--- src/rtl/gb_lcd_emitter.sv ---
// gb_lcd_emitter: Game Boy LCD-bus transmitter that streams a 2-bit image from an external pixel source.
// Revision 1.0
`default_nettype none

module gb_lcd_emitter #(
  parameter int PX_DIV   = 4,
  parameter int H_ACTIVE = 160,
  parameter int V_ACTIVE = 144,
  parameter int H_TOTAL  = 456,
  parameter int V_TOTAL  = 154,
  parameter int H_SYNC   = 8,
  parameter int H_START  = 16
) (
  input  logic        CLK_16MHz,
  input  logic        reset,
  input  logic        enable,
  output logic [14:0] pix_addr,
  input  logic [1:0]  pix_data,
  output logic [1:0]  GB_DAT,
  output logic        GB_HSYNC,
  output logic        GB_VSYNC,
  output logic        GB_PX_CLK,
  output logic        frame_start
);

  localparam int DIV_W = (PX_DIV > 1) ? $clog2(PX_DIV) : 1;
  localparam int H_W   = $clog2(H_TOTAL);
  localparam int V_W   = $clog2(V_TOTAL);

  localparam logic [DIV_W-1:0] C_DIV_LAST  = DIV_W'(PX_DIV - 1);
  localparam logic [DIV_W-1:0] C_DIV_HALF  = DIV_W'(PX_DIV / 2);
  localparam logic [DIV_W-1:0] C_DIV_ONE   = DIV_W'(1);
  localparam logic [H_W-1:0]   C_H_LAST    = H_W'(H_TOTAL - 1);
  localparam logic [H_W-1:0]   C_H_ONE     = H_W'(1);
  localparam logic [H_W-1:0]   C_H_SYNC    = H_W'(H_SYNC);
  localparam logic [H_W-1:0]   C_H_ACT_LO  = H_W'(H_START);
  localparam logic [H_W-1:0]   C_H_ACT_HI  = H_W'(H_START + H_ACTIVE - 1);
  localparam logic [H_W-1:0]   C_FETCH_LO  = H_W'(H_START - 1);
  localparam logic [H_W-1:0]   C_FETCH_HI  = H_W'(H_START + H_ACTIVE - 2);
  localparam logic [V_W-1:0]   C_V_LAST    = V_W'(V_TOTAL - 1);
  localparam logic [V_W-1:0]   C_V_ONE     = V_W'(1);
  localparam logic [V_W-1:0]   C_V_ACT_HI  = V_W'(V_ACTIVE);
  localparam logic [14:0]      C_H_ACT_A   = 15'(H_ACTIVE);
  localparam logic [14:0]      C_H_START_A = 15'(H_START);

  typedef enum logic {S_IDLE = 1'b0, S_RUN = 1'b1} state_t;

  state_t           state_q, state_d;
  logic [DIV_W-1:0] div_q, div_d;
  logic [H_W-1:0]   h_q, h_d;
  logic [V_W-1:0]   v_q, v_d;
  logic [14:0]      pix_addr_q, pix_addr_d;
  logic [1:0]       dat_q, dat_d;
  logic             hsync_q, hsync_d;
  logic             vsync_q, vsync_d;
  logic             pxclk_q, pxclk_d;
  logic             fs_q, fs_d;

  logic             running;
  logic             v_act;
  logic             act_d;
  logic             fetch_d;
  logic [14:0]      fetch_addr;

  // Next position in the frame; running=0 means the next cycle is idle.
  always_comb begin
    state_d = state_q;
    div_d   = '0;
    h_d     = '0;
    v_d     = '0;
    running = 1'b0;
    unique case (state_q)
      S_IDLE: begin
        if (enable) begin
          state_d = S_RUN;
          running = 1'b1;
        end
      end
      S_RUN: begin
        running = 1'b1;
        if (div_q != C_DIV_LAST) begin
          div_d = div_q + C_DIV_ONE;
          h_d   = h_q;
          v_d   = v_q;
        end else if (h_q != C_H_LAST) begin
          h_d = h_q + C_H_ONE;
          v_d = v_q;
        end else if (v_q != C_V_LAST) begin
          v_d = v_q + C_V_ONE;
        end else if (!enable) begin
          state_d = S_IDLE;
          running = 1'b0;
        end
      end
      default: state_d = S_IDLE;
    endcase
  end

  // Outputs are decoded from the next position so registered values line up with the counters.
  always_comb begin
    v_act      = (v_d >= C_V_ONE) && (v_d <= C_V_ACT_HI);
    act_d      = running && v_act && (h_d >= C_H_ACT_LO) && (h_d <= C_H_ACT_HI);
    fetch_d    = running && v_act && (div_d == '0) && (h_d >= C_FETCH_LO) && (h_d <= C_FETCH_HI);
    fetch_addr = 15'(v_d - C_V_ONE) * C_H_ACT_A + 15'(h_d) + 15'd1 - C_H_START_A;

    hsync_d    = running && (h_d < C_H_SYNC);
    vsync_d    = running && (v_d == '0);
    pxclk_d    = act_d && (div_d < C_DIV_HALF);
    fs_d       = running && (v_d == '0) && (h_d == '0) && (div_d == '0);

    dat_d = '0;
    if (act_d) begin
      dat_d = (div_d == '0) ? pix_data : dat_q;
    end

    pix_addr_d = running ? pix_addr_q : '0;
    if (fetch_d) begin
      pix_addr_d = fetch_addr;
    end
  end

  always_ff @(posedge CLK_16MHz or posedge reset) begin
    if (reset) begin
      state_q    <= S_IDLE;
      div_q      <= '0;
      h_q        <= '0;
      v_q        <= '0;
      pix_addr_q <= '0;
      dat_q      <= '0;
      hsync_q    <= 1'b0;
      vsync_q    <= 1'b0;
      pxclk_q    <= 1'b0;
      fs_q       <= 1'b0;
    end else begin
      state_q    <= state_d;
      div_q      <= div_d;
      h_q        <= h_d;
      v_q        <= v_d;
      pix_addr_q <= pix_addr_d;
      dat_q      <= dat_d;
      hsync_q    <= hsync_d;
      vsync_q    <= vsync_d;
      pxclk_q    <= pxclk_d;
      fs_q       <= fs_d;
    end
  end

  assign pix_addr    = pix_addr_q;
  assign GB_DAT      = dat_q;
  assign GB_HSYNC    = hsync_q;
  assign GB_VSYNC    = vsync_q;
  assign GB_PX_CLK   = pxclk_q;
  assign frame_start = fs_q;

endmodule

`default_nettype wire

--- config.mk ---
export PLATFORM = sky130hd
export DESIGN_NAME = gb_lcd_emitter
export DESIGN_NICKNAME = d
export VERILOG_FILES = /design/src/rtl/gb_lcd_emitter.sv
export SDC_FILE = /design/constraint.sdc
export NUM_CORES = 1
export LEC_CHECK = 0
export ABC_CLOCK_PERIOD_IN_PS = 11010
export BUFFER_PORTS_ARGS = -buffer_cell sky130_fd_sc_hd__buf_4
export CORE_ASPECT_RATIO = 1.2
export CORE_MARGIN = 2
export CORE_UTILIZATION = 60
export CTS_CLUSTER_SIZE = 24
export DETAILED_ROUTE_END_ITERATION = 7
export PLACE_DENSITY = 0.78
export SLEW_MARGIN = 10
export SYNTH_ARGS = -nofsm -noshare
export SYNTH_HDL_FRONTEND = slang
export SYNTH_SLANG_ARGS = --single-unit
--- constraint.sdc ---
create_clock -name CLK_16MHz -period 11.01 [get_ports CLK_16MHz]
set_clock_uncertainty 0.1 [all_clocks]
set_input_delay 2.202 -clock CLK_16MHz [delete_from_list [all_inputs] [get_ports CLK_16MHz]]
set_output_delay 2.202 -clock CLK_16MHz [all_outputs]
set_load 0.01 [all_outputs]
==> run_results.csv, run 1 <==
group,metric,value,unit
route,drc,0,
power_and_ir_drop,seqPwrFrac,50.2,%
worst_setup_path,cp_max_fo,9,
timing,maxSlewHeadroom,42.4,%
worst_hold_path,hold_class,"register to register",
cells_and_area,syn_to_final_growth,9.31,%
worst_setup_path,criticalPathCategory,"register to register",
route,vias,3037,
placement,pre_cts_slack,5380,ps
worst_setup_path,cp-end-kind,"register",
synthesis,synth_top_area_share,28.7,%
worst_hold_path,min_path_cells,1,
route,vias_per_cell,6.05,
timing,tns,0,ps
grt,grt_pass1_vias,3117,
clock_network,cts_tree,"yes",
power_and_ir_drop,share_comb_of_total_power,1.4,%
worst_setup_path,crit_path_max_incr_delay,560,ps
worst_setup_path,crit_path_start_kind,"register",
worst_setup_path,required,11100,ps
route,drtIter0Drc,98,
synthesis,synth_top_area_cell,"dfrtp_1",
power_and_ir_drop,switching_share,19.4,%
synthesis,synth_common_cells,"inv_1 (45), dfrtp_1 (41), nand2_1 (40)",
synthesis,syn_avg_cell_area,8.94,um^2
synthesis,syn-cell-area,3580,um^2
clock_network,cts.path.max_buffers,2,
route,ant_nets,0,
clock_network,cts_root_buf,"clkbuf_8",
worst_hold_path,hp-start,"div_q[0]$_DFF_PP0_",
synthesis,synth.area.mux_share,5.04,%
clock_network,cts_setup_buffers,0,
synthesis,yosys.area_share.simple,22.3,%
worst_setup_path,crit_arrival,5810,ps
power_and_ir_drop,ir_worst_vdd,0.0800,mV
grt,grt_max_degree,42,
clock_network,clock_latency,290,ps
die,pin_count,26,
route,first_pass_iters,7,
clock_network,path_clk_slew,90,ps
clock_network,numClockSinks,41,
timing,rsz0062_at_grt,"false",
synthesis,synthAdderAreaFrac,13.2,%
timing,period_minus_slack,5720,ps
synthesis,synth_compound_area_share,17.8,%
cells_and_area,postLayoutCoreUtil,68.5,%
cells_and_area,final_cell_area,3910,um^2
cells_and_area,num-nets-final,463,
clock_network,cts_buffers,5,
synthesis,yosys_warnings,0,
grt,globalRouteOverflowTotal,0,
synthesis,synthCells,400,
synthesis,synth_edf_count,0,
timing,fin_crit_sh,52.0,%
synthesis,synth_top_family_by_area,"simple AND/OR/NAND/NOR gates",
placement,hpwl,6350,um
power_and_ir_drop,clkPwrFrac,48.4,%
cells_and_area,layout-drive-gt1-share,12.6,%
synthesis,synth_area_leaders,"dfrtp_1 (29%), ha_1 (13%), mux2i_1 (5.0%)",
synthesis,synth_flop_cell,"dfrtp_1",
worst_setup_path,slowest_stage,"or4_1",
placement,placedInstanceArea,3770,um^2
power_and_ir_drop,powerDensity,76.7,nW/um^2
placement,portBuffers,25,
run_status,status,"finished, final reports clean",
synthesis,async_flop_share,100,%
die,die-area,6600,um^2
timing,whs,351,ps
grt,grt_first_pass_wirelength,14300,um
die,std_cell_rows,30,
synthesis,synth_most_common_cell,"inv_1",
worst_setup_path,startpoint,"h_q[1]$_DFF_PP0_",
synthesis,ys_ff_latch,41,
cells_and_area,fill_cells,460,
placement,dp.cells,494,
worst_setup_path,worstReg2RegStart,"h_q[1]$_DFF_PP0_",
timing,setup_viol,0,
power_and_ir_drop,power_switching,58.2,uW
route,wl,8220,um
worst_setup_path,cpMostUsedCell,"ha_1",
die,coreArea,5710,um^2
cells_and_area,diodes,0,
grt,antenna_found_initial,0,
synthesis,syn_nets,442,
synthesis,ys_seq_area_share,28.7,%
timing,fmax,175,MHz
timing,slew_viol_final,0,
timing,worst_slack,5290,ps
clock_network,hold_buffers,0,
clock_network,h-tree-depth,2,
worst_setup_path,path_cells,"ha_1, and4b_2, a311oi_1, a41oi_1, ha_1, inv_1, a211o_1, a311o_1, a21o_1, ha_1, ha_1, o21a_1, o31a_1, or4b_1, nand3_1, xnor2_1, or4_1, and2_1, a221o_1",
clock_network,post_cts_resized,0,
power_and_ir_drop,cellLeakagePower,1.95,nW
grt,grt_usage,28.1,%
flow_run,cap_violations,0,
synthesis,synth_cell_types,71,
cells_and_area,final_cells,502,
power_and_ir_drop,power,300,uW
power_and_ir_drop,intPower,242,uW
timing,hold_viol,0,
synthesis,synthXorXnorAreaFrac,5.63,%
route,routedWlPerCell,16.4,um
die,chipHeight,88.6,um
placement,gp_congestion,0.883,
die,start_util,62.7,%
worst_setup_path,reg2reg_depth,19,
die,fp.dieW,74.5,um
timing,worst_pin_slew,864,ps
cell type report:
class                           count  area, um^2  area share, %
Clock inverter                      3        65.1           1.66
Tap cell                           80         100           2.56
Sequential cell                    41        1030           26.2
Multi-Input combinational cell    302        2280           58.5
Clock buffer                        5        68.8           1.76
Timing Repair Buffer               26         195           4.99
Inverter                           45         169           4.32
power by group through the flow:
| stage | logic (mW) | registers (mW) | clock network (mW) |
|---|---|---|---|
| after CTS | 0.00458 | 0.150 | 0.148 |
| after floorplan | 0.00223 | 0.153 | 0 |
| after detailed placement | 0.00463 | 0.153 | 0 |
| final | 0.00427 | 0.150 | 0.145 |
| after global placement | 0.00447 | 0.153 | 0 |
| after global routing | 0.00506 | 0.150 | 0.153 |
critical path: cells and delay by family, from the launching register on:
kind,cells,cell delay (ps)
compound gates,8,1940
xor+xnor,1,90
fa+ha+maj,4,1290
buf+inv,1,60
flops,1,490
simple gates,5,1680
state kept, by name, summed over array words and instances (netlist names), 2 cells and up:
register / flops
h_q: 9
div_q: 2
GB_DAT: 2
v_q: 8
pix_addr: 15
per-layer routing:
layer,wire length [um],track usage (%),vias to the layer above
met4,259,11.0,0
met1,3470,34.0,1458
met5,0,0,-
li1,-,-,1470
met2,4190,49.7,82
met3,304,3.99,27
cells by family after synthesis:
group                      Yosys count
xor gates and xnor gates            23
and+or+nand+nor                    138
AOI/OAI and AO/OA                   86
muxes                               18
adders and majority gates           37
buffers and inverters               57
DFF                                 41
worst paths after layout:
check,endpoint,slack [ps]
setup / recovery,pix_addr[14]$_DFFE_PP0P_,5290
min in group asynchronous,pix_addr[13]$_DFFE_PP0P_,1930
setup reg to reg,pix_addr[14]$_DFFE_PP0P_,5290
max in group asynchronous,v_q[2]$_DFF_PP0_,8500
hold / removal,div_q[0]$_DFF_PP0_,350
hold reg to reg,div_q[0]$_DFF_PP0_,350
cell usage in the layout (no fill, tap or decap), types with 7 or more instances in the layout:
master | netlist | final
inv_1 | 45 | 45
dfrtp_1 | 41 | 41
nand2_1 | 40 | 40
ha_1 | 36 | 36
buf_4 | 0 | 26
nor2_1 | 23 | 23
a21oi_1 | 18 | 18
mux2i_1 | 18 | 18
xnor2_1 | 14 | 14
o21ai_0 | 14 | 14
nand3_1 | 10 | 10
xor2_1 | 9 | 9
a21o_1 | 8 | 8
nor3_1 | 7 | 7
Power figures use the tool's default switching activity.
==> run 2: changes to the inputs <==
ABC_CLOCK_PERIOD_IN_PS = 5600   (was 11010)
clock period = 5.6 ns   (was 11.01 ns; I/O delays follow)
==> run 2 against run 1 <==
Power up 90%. Worst hold slack better by 3.1 ps. Non-clock buffer count up 8. Global-route usage down 0.73 points. Via count up 0.46%. Register-to-register slack worse by 5000 ps. Sequential power up 97%. Critical endpoint unchanged.
==> run_results.csv, run 2 (synthesis results as in run 1) <==
group,metric,value,unit
worst_setup_path,required,5700,ps
timing,slew_viol_final,0,
cells_and_area,syn_to_final_growth,12.3,%
power_and_ir_drop,share_comb_of_total_power,1.5,%
placement,hpwl,6240,um
power_and_ir_drop,clkPwrFrac,46.5,%
placement,gp_congestion,0.939,
grt,grt_first_pass_wirelength,14000,um
worst_setup_path,path_cells,"inv_1, ha_1, nor3b_4, nand2_2, nand2_1, nor2_1, a21oi_1, nand2b_4, ha_2, inv_1, a211o_1, a311o_1, a21o_1, ha_1, inv_1, fa_1, nor2b_1, o31a_1, or4b_1, nand3_1, xnor2_1, or4_1, and2_1, a221o_1",
cells_and_area,final_cells,510,
route,wl,8480,um
clock_network,numClockSinks,41,
route,ant_nets,0,
route,vias,3051,
route,drtIter0Drc,226,
placement,dp.cells,499,
worst_setup_path,cp-end-kind,"register",
cells_and_area,fill_cells,463,
die,fp.dieW,74.5,um
clock_network,cts_root_buf,"clkbuf_8",
timing,fmax,188,MHz
timing,fin_crit_sh,95.0,%
route,routedWlPerCell,16.6,um
run_status,status,"finished, final reports clean",
worst_setup_path,cpMostUsedCell,"inv_1",
worst_setup_path,crit_path_max_incr_delay,560,ps
die,chipHeight,88.6,um
power_and_ir_drop,power_switching,126,uW
worst_setup_path,slowest_stage,"or4_1",
die,pin_count,26,
grt,grt_pass1_vias,2934,
power_and_ir_drop,seqPwrFrac,52.0,%
power_and_ir_drop,intPower,443,uW
worst_hold_path,hold_class,"register to register",
worst_setup_path,critPathBufInv,3,
clock_network,cts.path.max_buffers,2,
die,std_cell_rows,30,
route,first_pass_iters,4,
cells_and_area,postLayoutCoreUtil,70.4,%
cells_and_area,layout.cells.most_common,"inv_1",
timing,hold_viol,0,
timing,maxSlewHeadroom,43.0,%
clock_network,cts_buffers,5,
cells_and_area,final_cell_mix,"inv_1 (45), nand2_1 (39), dfrtp_1 (38)",
clock_network,cts_tree,"yes",
timing,worst_pin_slew,855,ps
clock_network,hold_buffers,0,
power_and_ir_drop,ir_worst_vdd,0.128,mV
worst_setup_path,cp_max_fo,7,
clock_network,clock_latency,310,ps
cells_and_area,layout-drive-gt1-share,16.5,%
grt,globalRouteOverflowTotal,0,
cells_and_area,num-nets-final,471,
timing,setup_viol,0,
worst_setup_path,criticalPathCategory,"register to register",
worst_setup_path,crit_arrival,5430,ps
clock_network,h-tree-depth,2,
grt,grt_usage,27.3,%
flow_run,cap_violations,0,
grt,antenna_found_initial,0,
power_and_ir_drop,powerDensity,142,nW/um^2
route,vias_per_cell,5.98,
grt,grt_max_degree,42,
placement,portBuffers,25,
clock_network,path_clk_slew,100,ps
cells_and_area,diodes,0,
worst_setup_path,crit_family,"simple AND/OR/NAND/NOR gates",
die,start_util,62.7,%
die,die-area,6600,um^2
power_and_ir_drop,power,569,uW
route,drc,0,
cells_and_area,largest_reg_flops,15,
timing,period_minus_slack,5320,ps
power_and_ir_drop,cellLeakagePower,1.98,nW
die,coreArea,5710,um^2
power_and_ir_drop,switching_share,22.1,%
worst_setup_path,crit_path_start_kind,"register",
-- run 2: changes by cell type in the layout (fill, tap and decap cells not counted), sizes merged --
| cell | previous run | this run |
|---|---|---|
| clkinvlp | 0 | 1 |
| clkinv | 1 | 0 |
| buf | 26 | 34 |
| bufinv | 2 | 1 |
| clkbuf | 5 | 6 |
-- run 2: layer usage --
layer / part of all wire (%) / wire length [um] / track usage [%]
met1: 42 / 3540 / 35.5
met2: 51 / 4310 / 46.1
met3: 5.0 / 428 / 4.56
met4: 2.4 / 201 / 8.93
met5: 0 / 0 / 0
-- run 2: layout make-up --
cell class / count / area, um^2 / area share, %
clock inverters: 2 / 37.5 / 0.935
repair buffers: 34 / 255 / 6.36
well taps: 80 / 100 / 2.49
inverters: 45 / 169 / 4.21
multi-input cells: 302 / 2340 / 58.3
flip-flops and latches: 41 / 1030 / 25.6
clock buffers: 6 / 82.6 / 2.06
-- run 2: timing repair --
item / 4_1_cts / 5_1_grt
setup buffers: 0 / 3
resized for setup: 0 / 12
setup endpoints to repair: 0 / 1
-- run 2: power by group through the flow --
stage	Sequential, mW	Combinational [mW]	Clock [mW]
5_1_grt	0.296	0.0100	0.274
4_1_cts	0.296	0.00892	0.266
2_1_floorplan	0.302	0.00438	0
3_3_place_gp	0.302	0.00875	0
6_report	0.296	0.00845	0.265
3_5_place_dp	0.302	0.00897	0
-- run 2: worst paths after layout --
path / cells after the start / end / slack (ps) / startpoint
worst max-delay path: 24 / pix_addr[14]$_DFFE_PP0P_ / 280 / v_q[1]$_DFF_PP0_
worst min-delay path: 1 / div_q[0]$_DFF_PP0_ / 350 / div_q[0]$_DFF_PP0_
worst max register to register: 24 / pix_addr[14]$_DFFE_PP0P_ / 280 / v_q[1]$_DFF_PP0_
worst min register to register: 1 / div_q[0]$_DFF_PP0_ / 350 / div_q[0]$_DFF_PP0_
max in group asynchronous: 3 / h_q[1]$_DFF_PP0_ / 4160 / reset
min in group asynchronous: 3 / pix_addr[13]$_DFFE_PP0P_ / 830 / reset
-- run 2: metrics by stage --
stage / cell area (um^2) / hold WS (ps) / TNS [ps] / setup WS, ps
4_1_cts: 3930 / 355 / 0 / 144
6_report: 4020 / 354 / 0 / 277
2_1_floorplan: 3580 / 321 / 0 / 396
3_3_place_gp: 3810 / 339 / 0 / 312
5_1_grt: 4020 / 382 / -53.6 / -53.6
3_5_place_dp: 3810 / 340 / 0 / 171
==> run 3: changes to the inputs <==
CELL_PAD_IN_SITES_DETAIL_PLACEMENT = 1   (was default)
CELL_PAD_IN_SITES_GLOBAL_PLACEMENT = 1   (was default)
CORE_UTILIZATION = 47   (was 60)
PLACE_DENSITY = 0.8   (was 0.78)
==> run 3 against run 2 <==
Sequential share of layout area is 0.24 points higher. Sequential power about the same. First-iteration DRC count fell by 59%. Routed wire length up 14%. Cell count up 2.2%. Clock-buffer cell count decreased by 1. Combinational power is 2.8% higher. Via count grew 1.8%. Setup slack better by 13 ps. Largest cell class unchanged. Highest routed layer unchanged.
==> run_results.csv, run 3 (synthesis results as in run 1) <==
group,metric,value,unit
die,coreArea,7320,um^2
timing,hold_viol,0,
placement,hpwl,7440,um
cells_and_area,layout-drive-gt1-share,16.0,%
cells_and_area,layout.cells.most_common,"inv_1",
power_and_ir_drop,powerDensity,129,nW/um^2
cells_and_area,postLayoutCoreUtil,54.3,%
cells_and_area,largest_reg_flops,15,
route,drc,0,
timing,slew_viol_final,0,
timing,tns,0,ps
cells_and_area,fill_cells,876,
worst_setup_path,cp_max_fo,4,
route,first_pass_iters,4,
timing,setup_viol,0,
placement,portBuffers,25,
cells_and_area,final_cell_mix,"inv_1 (44), nand2_1 (40), dfrtp_1 (39)",
grt,grt_max_degree,23,
placement,placedInstanceArea,3850,um^2
grt,antenna_found_initial,0,
clock_network,cts.path.max_buffers,2,
worst_setup_path,slowest_stage,"or4_1",
worst_setup_path,criticalPathCategory,"register to register",
clock_network,cts_root_buf,"clkbuf_8",
clock_network,cts_buffers,5,
clock_network,path_clk_slew,90,ps
worst_hold_path,min_path_cells,1,
worst_setup_path,cp-end-kind,"register",
timing,rsz0062_at_grt,"false",
flow_run,cap_violations,0,
route,ant_nets,0,
run_status,status,"finished, final reports clean",
grt,grt_usage,24.3,%
die,fp.dieW,83.6,um
clock_network,numClockSinks,41,
worst_setup_path,path_cells,"inv_1, ha_1, nor3b_2, nand2_1, nand2_1, nor2_1, a21oi_1, nand2b_4, ha_2, inv_1, a211o_1, a311o_1, a21o_1, ha_1, ha_1, nor2b_1, o31a_1, or4b_1, nand3_1, xnor2_1, or4_1, and2_1, a221o_1",
power_and_ir_drop,power,512,uW
route,wl,9710,um
worst_setup_path,crit_path_max_incr_delay,550,ps
timing,fin_crit_sh,94.8,%
timing,worst_pin_slew,863,ps
timing,fmax,188,MHz
clock_network,h-tree-depth,2,
cells_and_area,final_cell_area,3970,um^2
timing,period_minus_slack,5310,ps
cells_and_area,syn_to_final_growth,11.1,%
worst_setup_path,reg2reg_depth,23,
grt,globalRouteOverflowTotal,0,
worst_setup_path,cpMostUsedCell,"ha_1",
route,routedWlPerCell,18.6,um
grt,grt_pass1_vias,3250,
die,pin_count,26,
die,start_util,48.9,%
grt,grt_first_pass_wirelength,16200,um
placement,gp_congestion,0.884,
worst_setup_path,crit_path_start_kind,"register",
clock_network,cts_tree,"yes",
timing,maxSlewHeadroom,42.5,%
cells_and_area,diodes,0,
timing,whs,359,ps
worst_setup_path,crit_arrival,5410,ps
route,drtIter0Drc,92,
die,std_cell_rows,34,
cells_and_area,num-nets-final,472,
power_and_ir_drop,ir_worst_vdd,0.104,mV
route,vias,3105,
route,vias_per_cell,5.96,
die,die-area,8320,um^2
die,chipHeight,99.6,um
worst_setup_path,required,5700,ps
power_and_ir_drop,cellLeakagePower,1.97,nW
clock_network,clock_latency,310,ps
worst_hold_path,hold_class,"register to register",
-- run 3: power breakdown --
| group | internal (mW) | switching [mW] |
|---|---|---|
| Clock | 0.0876 | 0.120 |
| Sequential | 0.296 | 0 |
| Combinational | 0.00227 | 0.00642 |
| Total | 0.386 | 0.126 |
-- run 3: worst paths after layout --
path	to	slack [ps]	start
worst max-delay path	pix_addr[14]$_DFFE_PP0P_	290	v_q[1]$_DFF_PP0_
worst min-delay path	div_q[0]$_DFF_PP0_	360	div_q[0]$_DFF_PP0_
worst max register to register	pix_addr[14]$_DFFE_PP0P_	290	v_q[1]$_DFF_PP0_
worst min register to register	div_q[0]$_DFF_PP0_	360	div_q[0]$_DFF_PP0_
max in group asynchronous	h_q[0]$_DFF_PP0_	3910	reset
min in group asynchronous	v_q[5]$_DFF_PP0_	760	reset
-- run 3: timing repair --
action                                  in CTS  in global routing
setup buffers                                0                  1
endpoints found under the setup margin       0                  1
endpoints found under the hold margin        0                  0
hold buffers                                 0                  0
gates resized for setup                      0                  8
-- run 3: final cells by class --
| class | count | area [um^2] | area share [%] |
|---|---|---|---|
| clock inverter | 3 | 22.5 | 0.567 |
| clock buffer | 5 | 68.8 | 1.73 |
| inverter | 45 | 169 | 4.25 |
| multi-input combinational | 302 | 2310 | 58.1 |
| tap | 90 | 113 | 2.83 |
| timing repair buffer | 35 | 263 | 6.61 |
| sequential | 41 | 1030 | 25.9 |
-- run 3: critical path, delay by kind of cell, from the launching register on --
family | cells | cell delay [ps]
DFF | 1 | 430
adders and majority gates | 4 | 880
xor gates and xnor gates | 1 | 80
and+or+nand+nor | 10 | 2090
AOI/OAI and AO/OA | 6 | 1460
buffers and inverters | 2 | 150
-- run 3: layer usage --
layer | GRT usage [%] | up-vias | part of all wire, %
met1 | 29.9 | 1539 | 44
li1 | - | 1485 | -
met4 | 6.70 | 0 | 2.0
met5 | 0 | - | 0
met3 | 3.24 | 19 | 3.2
met2 | 44.4 | 62 | 51
-- run 3: per-stage QoR --
stage	instances	setup slack, ps
floorplan	400	396
global placement	512	276
detailed placement	512	169
CTS	520	157
global route	521	11.6
finish	521	290
